[src/rtl/data_tile_feeder.sv]
// Assembles a row-major element stream into 6x6 tiles and presents each tile REPEAT times (ping-pong).
// Latency: a tile is valid the cycle after its 36th element is accepted; a freed buffer accepts again the next cycle.
// Backpressure: elem_ready_o drops only when both buffers are FULL; the presented tile holds while tile_ready_i is low.
module data_tile_feeder #(
    parameter int DW     = 14,
    parameter int TILE   = 6,
    parameter int IDX_W  = 9,
    parameter int REPEAT = 1
) (
    input  logic                                   clk,
    input  logic                                   reset,
    input  logic signed [DW-1:0]                   elem_i,
    input  logic                                   elem_valid_i,
    output logic                                   elem_ready_o,
    input  logic        [IDX_W-1:0]                tile_x_i,
    input  logic        [IDX_W-1:0]                tile_y_i,
    output logic signed [TILE-1:0][TILE-1:0][DW-1:0] data_tile_o,
    output logic                                   data_valid_o,
    output logic        [IDX_W-1:0]                data_x_index_o,
    output logic        [IDX_W-1:0]                data_y_index_o,
    output logic        [7:0]                      data_rep_o,
    input  logic                                   tile_ready_i
);

    typedef enum logic [1:0] {
        BUF_EMPTY   = 2'd0,
        BUF_FILLING = 2'd1,
        BUF_FULL    = 2'd2
    } buf_state_t;

    localparam logic [2:0] LAST_RC  = 3'(TILE - 1);
    localparam logic [7:0] LAST_REP = 8'(REPEAT - 1);

    typedef logic [TILE-1:0][TILE-1:0][DW-1:0] tile_t;

    buf_state_t       state_q [2];
    buf_state_t       state_d [2];
    tile_t            buf_mem [2];
    logic [IDX_W-1:0] buf_x   [2];
    logic [IDX_W-1:0] buf_y   [2];
    logic             wptr;
    logic             rptr;
    logic [2:0]       row;
    logic [2:0]       col;
    logic [7:0]       rep;

    logic accept;
    logic last_elem;
    logic xfer;
    logic last_rep;

    assign elem_ready_o = !reset && (state_q[wptr] != BUF_FULL);
    assign accept       = elem_valid_i && elem_ready_o;
    assign last_elem    = (row == LAST_RC) && (col == LAST_RC);

    assign data_valid_o   = (state_q[rptr] == BUF_FULL);
    assign data_tile_o    = buf_mem[rptr];
    assign data_x_index_o = buf_x[rptr];
    assign data_y_index_o = buf_y[rptr];
    assign data_rep_o     = rep;
    assign xfer           = data_valid_o && tile_ready_i;
    assign last_rep       = (rep == LAST_REP);

    // Fill and free may hit different buffers in one cycle; they cannot hit the
    // same one since accept needs !FULL and transfer needs FULL.
    always_comb begin
        state_d[0] = state_q[0];
        state_d[1] = state_q[1];
        if (accept) begin
            state_d[wptr] = last_elem ? BUF_FULL : BUF_FILLING;
        end
        if (xfer && last_rep) begin
            state_d[rptr] = BUF_EMPTY;
        end
    end

    always_ff @(posedge clk) begin
        if (reset) begin
            state_q[0] <= BUF_EMPTY;
            state_q[1] <= BUF_EMPTY;
            buf_mem[0] <= '0;
            buf_mem[1] <= '0;
            buf_x[0]   <= '0;
            buf_x[1]   <= '0;
            buf_y[0]   <= '0;
            buf_y[1]   <= '0;
            wptr       <= 1'b0;
            rptr       <= 1'b0;
            row        <= '0;
            col        <= '0;
            rep        <= '0;
        end else begin
            state_q[0] <= state_d[0];
            state_q[1] <= state_d[1];

            if (accept) begin
                buf_mem[wptr][row][col] <= elem_i;
                if (row == 3'd0 && col == 3'd0) begin
                    buf_x[wptr] <= tile_x_i;
                    buf_y[wptr] <= tile_y_i;
                end
                if (last_elem) begin
                    wptr <= ~wptr;
                    row  <= '0;
                    col  <= '0;
                end else if (col == LAST_RC) begin
                    col <= '0;
                    row <= row + 3'd1;
                end else begin
                    col <= col + 3'd1;
                end
            end

            if (xfer) begin
                if (last_rep) begin
                    rep  <= '0;
                    rptr <= ~rptr;
                end else begin
                    rep <= rep + 8'd1;
                end
            end
        end
    end

endmodule
[config.mk]
export PLATFORM = sky130hd
export DESIGN_NAME = data_tile_feeder
export DESIGN_NICKNAME = d
export VERILOG_FILES = /design/src/rtl/data_tile_feeder.sv
export SDC_FILE = /design/constraint.sdc
export NUM_CORES = 1
export LEC_CHECK = 0
export ABC_CLOCK_PERIOD_IN_PS = 7900
export BUFFER_PORTS_ARGS = -buffer_cell sky130_fd_sc_hd__clkbuf_2
export CORE_MARGIN = 2
export CORE_UTILIZATION = 50
export DETAILED_ROUTE_END_ITERATION = 10
export GPL_ROUTABILITY_DRIVEN = 0
export GPL_TIMING_DRIVEN = 0
export HOLD_SLACK_MARGIN = 0.03
export PLACE_DENSITY_LB_ADDON = 0.1
export SYNTH_ARGS = -nofsm -noshare
export SYNTH_HDL_FRONTEND = slang
export SYNTH_SLANG_ARGS = --single-unit
[constraint.sdc]
create_clock -name clk -period 7.9 [get_ports clk]
set_input_delay 0.395 -clock clk [delete_from_list [all_inputs] [get_ports clk]]
set_output_delay 0.395 -clock clk [all_outputs]
set_load 0.02 [all_outputs]
==> impl_metrics.prom <==
# TYPE chip_impl_metric gauge
chip_impl_info{name="status",value="finished clean"} 1
chip_impl_metric{name="core_area",unit="sq mm"} 0.0932
chip_impl_metric{name="fp.dieW",unit="um"} 311
chip_impl_info{name="clock_tree_from_tritoncts",value="built"} 1
chip_impl_metric{name="vias_per_cell",unit=""} 5.48
chip_impl_metric{name="power.ir.vdd_worst",unit="uV"} 168
chip_impl_metric{name="worstSkewPairLatency",unit="ns"} 0.68
chip_impl_metric{name="finalSetupViolations",unit=""} 0
chip_impl_info{name="yosysTopAreaCell",value="sky130_fd_sc_hd__edfxtp_1"} 1
chip_impl_metric{name="yosys_register_bits",unit=""} 1066
chip_impl_metric{name="nets",unit=""} 3992
chip_impl_metric{name="fmaxAchievable",unit="GHz"} 0.249
chip_impl_info{name="synthFlopType",value="sky130_fd_sc_hd__edfxtp_1"} 1
chip_impl_metric{name="grtUsageTotal",unit="%"} 30.7
chip_impl_metric{name="cp.arrival",unit="ns"} 3.63
chip_impl_info{name="worstSetupEndpointType",value="primary output"} 1
chip_impl_metric{name="first_global_vias",unit=""} 28427
chip_impl_metric{name="via_count",unit=""} 29029
chip_impl_metric{name="seqCellArea",unit="sq mm"} 0.0318
chip_impl_metric{name="placedCellCount",unit=""} 5074
chip_impl_metric{name="ys_seq_area_share",unit="%"} 67.7
chip_impl_metric{name="num_cts_buffers",unit=""} 111
chip_impl_metric{name="io-pin-count",unit=""} 568
chip_impl_metric{name="cts_sinks",unit=""} 1066
chip_impl_info{name="synthTopCellsByArea",value="sky130_fd_sc_hd__edfxtp_1 (67%), sky130_fd_sc_hd__and2_1 (14%), sky130_fd_sc_hd__mux2_2 (13%), sky130_fd_sc_hd__clkbuf_1 (1.6%), sky130_fd_sc_hd__dfxtp_1 (0.94%)"} 1
chip_impl_metric{name="finalSetupTns",unit="ns"} 0
chip_impl_metric{name="wl_per_cell",unit="um"} 28.6
chip_impl_metric{name="drc",unit=""} 0
chip_impl_metric{name="finalWorstPathRequiredPeriod",unit="ns"} 4.02
chip_impl_metric{name="fillers",unit=""} 7341
chip_impl_metric{name="instances_no_fill",unit=""} 5299
chip_impl_metric{name="hold_viol_final",unit=""} 0
chip_impl_metric{name="multi_input_area",unit="sq mm"} 0.0140
chip_impl_metric{name="finalPower",unit="mW"} 12.7
chip_impl_metric{name="floorplan.die_area",unit="sq mm"} 0.0965
chip_impl_metric{name="grt_start_max_net_pins",unit=""} 18
chip_impl_metric{name="netlist_instances",unit=""} 3198
chip_impl_metric{name="drive_above_1_share",unit="%"} 35.1
chip_impl_metric{name="synth_cell_types",unit=""} 49
chip_impl_metric{name="postCtsHoldBufs",unit=""} 18
chip_impl_metric{name="synth-edff-count",unit=""} 1044
chip_impl_metric{name="mappedNetlistArea",unit="sq mm"} 0.0470
chip_impl_metric{name="hold_slack",unit="ns"} 0.161
chip_impl_metric{name="critPathRequiredTime",unit="ns"} 7.51
chip_impl_metric{name="worstPathMaxFanout",unit=""} 10
chip_impl_metric{name="place_hpwl",unit="um"} 104000
chip_impl_metric{name="first_pass_iters",unit=""} 5
chip_impl_metric{name="totalWireLength",unit="um"} 151000
chip_impl_metric{name="cts-htree-levels",unit=""} 3
chip_impl_info{name="synth_common_cells",value="sky130_fd_sc_hd__and2_1 (1044), sky130_fd_sc_hd__edfxtp_1 (1044), sky130_fd_sc_hd__mux2_2 (522)"} 1
chip_impl_metric{name="standby_leakage_power",unit="nW"} 21.4
chip_impl_metric{name="relSlewSlack",unit="%"} 10.8
chip_impl_metric{name="die_h",unit="um"} 311
chip_impl_metric{name="route.antenna.remaining_nets",unit=""} 0
chip_impl_metric{name="path_clk_slew",unit="ns"} 0.06
chip_impl_metric{name="power-per-cell-area",unit="mW/mm^2"} 228
chip_impl_metric{name="worstMarginPinSlew",unit="ns"} 1.34
chip_impl_metric{name="grt-ovfl-total",unit=""} 0
chip_impl_info{name="timing.setup.critical_path_class",value="flop to primary output"} 1
chip_impl_info{name="grt_setup_unrepaired",value="no"} 1
chip_impl_metric{name="final-max-slew-violation-count",unit=""} 0
chip_impl_info{name="hold_path_class",value="input port to flop"} 1
chip_impl_metric{name="syn-num-nets",unit=""} 3239
chip_impl_info{name="ctsRootBufferMaster",value="sky130_fd_sc_hd__clkbuf_16"} 1
chip_impl_metric{name="synth.avg_cell_area",unit="sq um"} 14.7
chip_impl_metric{name="cts_max_path_buffers",unit=""} 3
chip_impl_metric{name="postCtsSetupBuffers",unit=""} 0
chip_impl_metric{name="grt_first_pass_wirelength",unit="um"} 209000
chip_impl_metric{name="fp-row-count",unit=""} 112
chip_impl_metric{name="timing.final.crit_share",unit="%"} 50.9
chip_impl_metric{name="initial_utilization",unit="%"} 50.4
chip_impl_metric{name="drtIter0Drc",unit=""} 3248
chip_impl_metric{name="cts_repair_resize_count",unit=""} 0
chip_impl_info{name="startpoint_type",value="flop"} 1
chip_impl_metric{name="async_reset_ff_share",unit="%"} 0
chip_impl_metric{name="yosys_warnings",unit=""} 0
chip_impl_metric{name="grt_antenna_before_repair",unit=""} 14
chip_impl_metric{name="max_cap_violations",unit=""} 0
chip_impl_metric{name="netlist.area_leader.share",unit="%"} 66.7
chip_impl_metric{name="flow.area_growth_from_synthesis",unit="%"} 18.8
chip_impl_metric{name="finClkSkew",unit="ns"} 0.0130
chip_impl_metric{name="port-buffer-count",unit=""} 553
==> power by group <==
group	switching (mW)	internal, mW
sequential	0.0582	6.43
clock	2.19	3.20
combinational	0.617	0.215
total	2.86	9.85
==> layout make-up <==
cell class	count	area share [%]
inverters	7	0.0471
clock inverters	61	1.39
repair buffers	640	6.37
plain buffers	287	2.13
well taps	1254	2.81
clock buffers	139	5.20
multi-input cells	1838	25.1
diodes	7	0.0314
flip-flops and latches	1066	56.9
==> worst max-delay path, cell delays in order (launching register included) <==
cell and delay (ns):
sky130_fd_sc_hd__dfxtp_1 0.36, sky130_fd_sc_hd__clkbuf_1 0.86, sky130_fd_sc_hd__clkbuf_1 0.70, sky130_fd_sc_hd__buf_2 0.42
sky130_fd_sc_hd__mux2_2 0.43, sky130_fd_sc_hd__clkbuf_2 0.17
==> routing by layer <==
| metal | GRT usage, % | wire (um) | vias to the layer above |
|---|---|---|---|
| met5 | 0 | 0 | - |
| met2 | 49.4 | 72300 | 1374 |
| met1 | 41.1 | 60400 | 14662 |
| met4 | 11.5 | 5430 | 0 |
| li1 | - | - | 12758 |
| met3 | 6.64 | 13400 | 235 |
==> cell usage in the layout (no fill, tap or decap), types with 5 or more instances in the layout <==
master                             n
sky130_fd_sc_hd__nor2_2           27
sky130_fd_sc_hd__xor2_1            6
sky130_fd_sc_hd__buf_1            16
sky130_fd_sc_hd__o21ai_0           9
sky130_fd_sc_hd__dlygate4sd3_1    18
sky130_fd_sc_hd__clkbuf_1        227
sky130_fd_sc_hd__nand3_1           9
sky130_fd_sc_hd__dfxtp_1          22
sky130_fd_sc_hd__diode_2           7
sky130_fd_sc_hd__o21ai_2           7
sky130_fd_sc_hd__bufinv_16        19
sky130_fd_sc_hd__clkbuf_16       111
sky130_fd_sc_hd__buf_4            52
sky130_fd_sc_hd__a21oi_1          10
sky130_fd_sc_hd__clkinv_2         19
sky130_fd_sc_hd__inv_1             7
sky130_fd_sc_hd__nand2_1          16
sky130_fd_sc_hd__clkbuf_2        567
sky130_fd_sc_hd__edfxtp_1       1044
sky130_fd_sc_hd__o21ai_1          68
sky130_fd_sc_hd__ha_1              5
sky130_fd_sc_hd__nor2_1           60
sky130_fd_sc_hd__clkinv_1         17
sky130_fd_sc_hd__mux2_2          522
sky130_fd_sc_hd__buf_2            49
sky130_fd_sc_hd__and2_1         1044
sky130_fd_sc_hd__buf_6            22
==> state kept, by name, indices dropped and copies added (netlist names), named ones only <==
register and cells:
buf_x 18, wptr 1, rptr 1, state_q 4, col 3, buf_mem 1008, buf_y 18, data_rep_o 8
row 3
==> worst paths after layout <==
| path | startpoint | to | slack [ns] | cells after the start |
|---|---|---|---|---|
| worst min register to register | state_q[0][1] | state_q[0][1] | 0.53 | 2 |
| worst min-delay path | reset | row[0] | 0.16 | 4 |
| worst max register to register | state_q[0][1] | buf_mem[1][204] | 4.38 | 6 |
| worst max-delay path | flop | data_tile_o[464] | 3.88 | 5 |
==> metrics by stage <==
step | util [%] | setup slack (ns) | cell area (sq um)
4_1_cts | 59.9 | 3.81 | 55800
5_1_grt | 59.9 | 3.85 | 55800
2_1_floorplan | - | 4.94 | 47000
3_3_place_gp | 55.1 | 3.30 | 51300
6_report | 59.9 | 3.88 | 55800
3_5_place_dp | 55.8 | 4.29 | 52000
==> kinds of logic after synthesis <==
kind of cell,after synthesis,synth area share (%)
AND/OR/NAND/NOR,1199,15.8
XOR/XNOR,7,0.130
adder cells (fa/ha/maj),5,0.133
AO/OA/AOI/OAI,103,1.15
buffers and inverters,294,2.59
multiplexers,524,12.6
flip-flops,1066,67.7
Note: power is estimated with default switching activity, not from simulation.
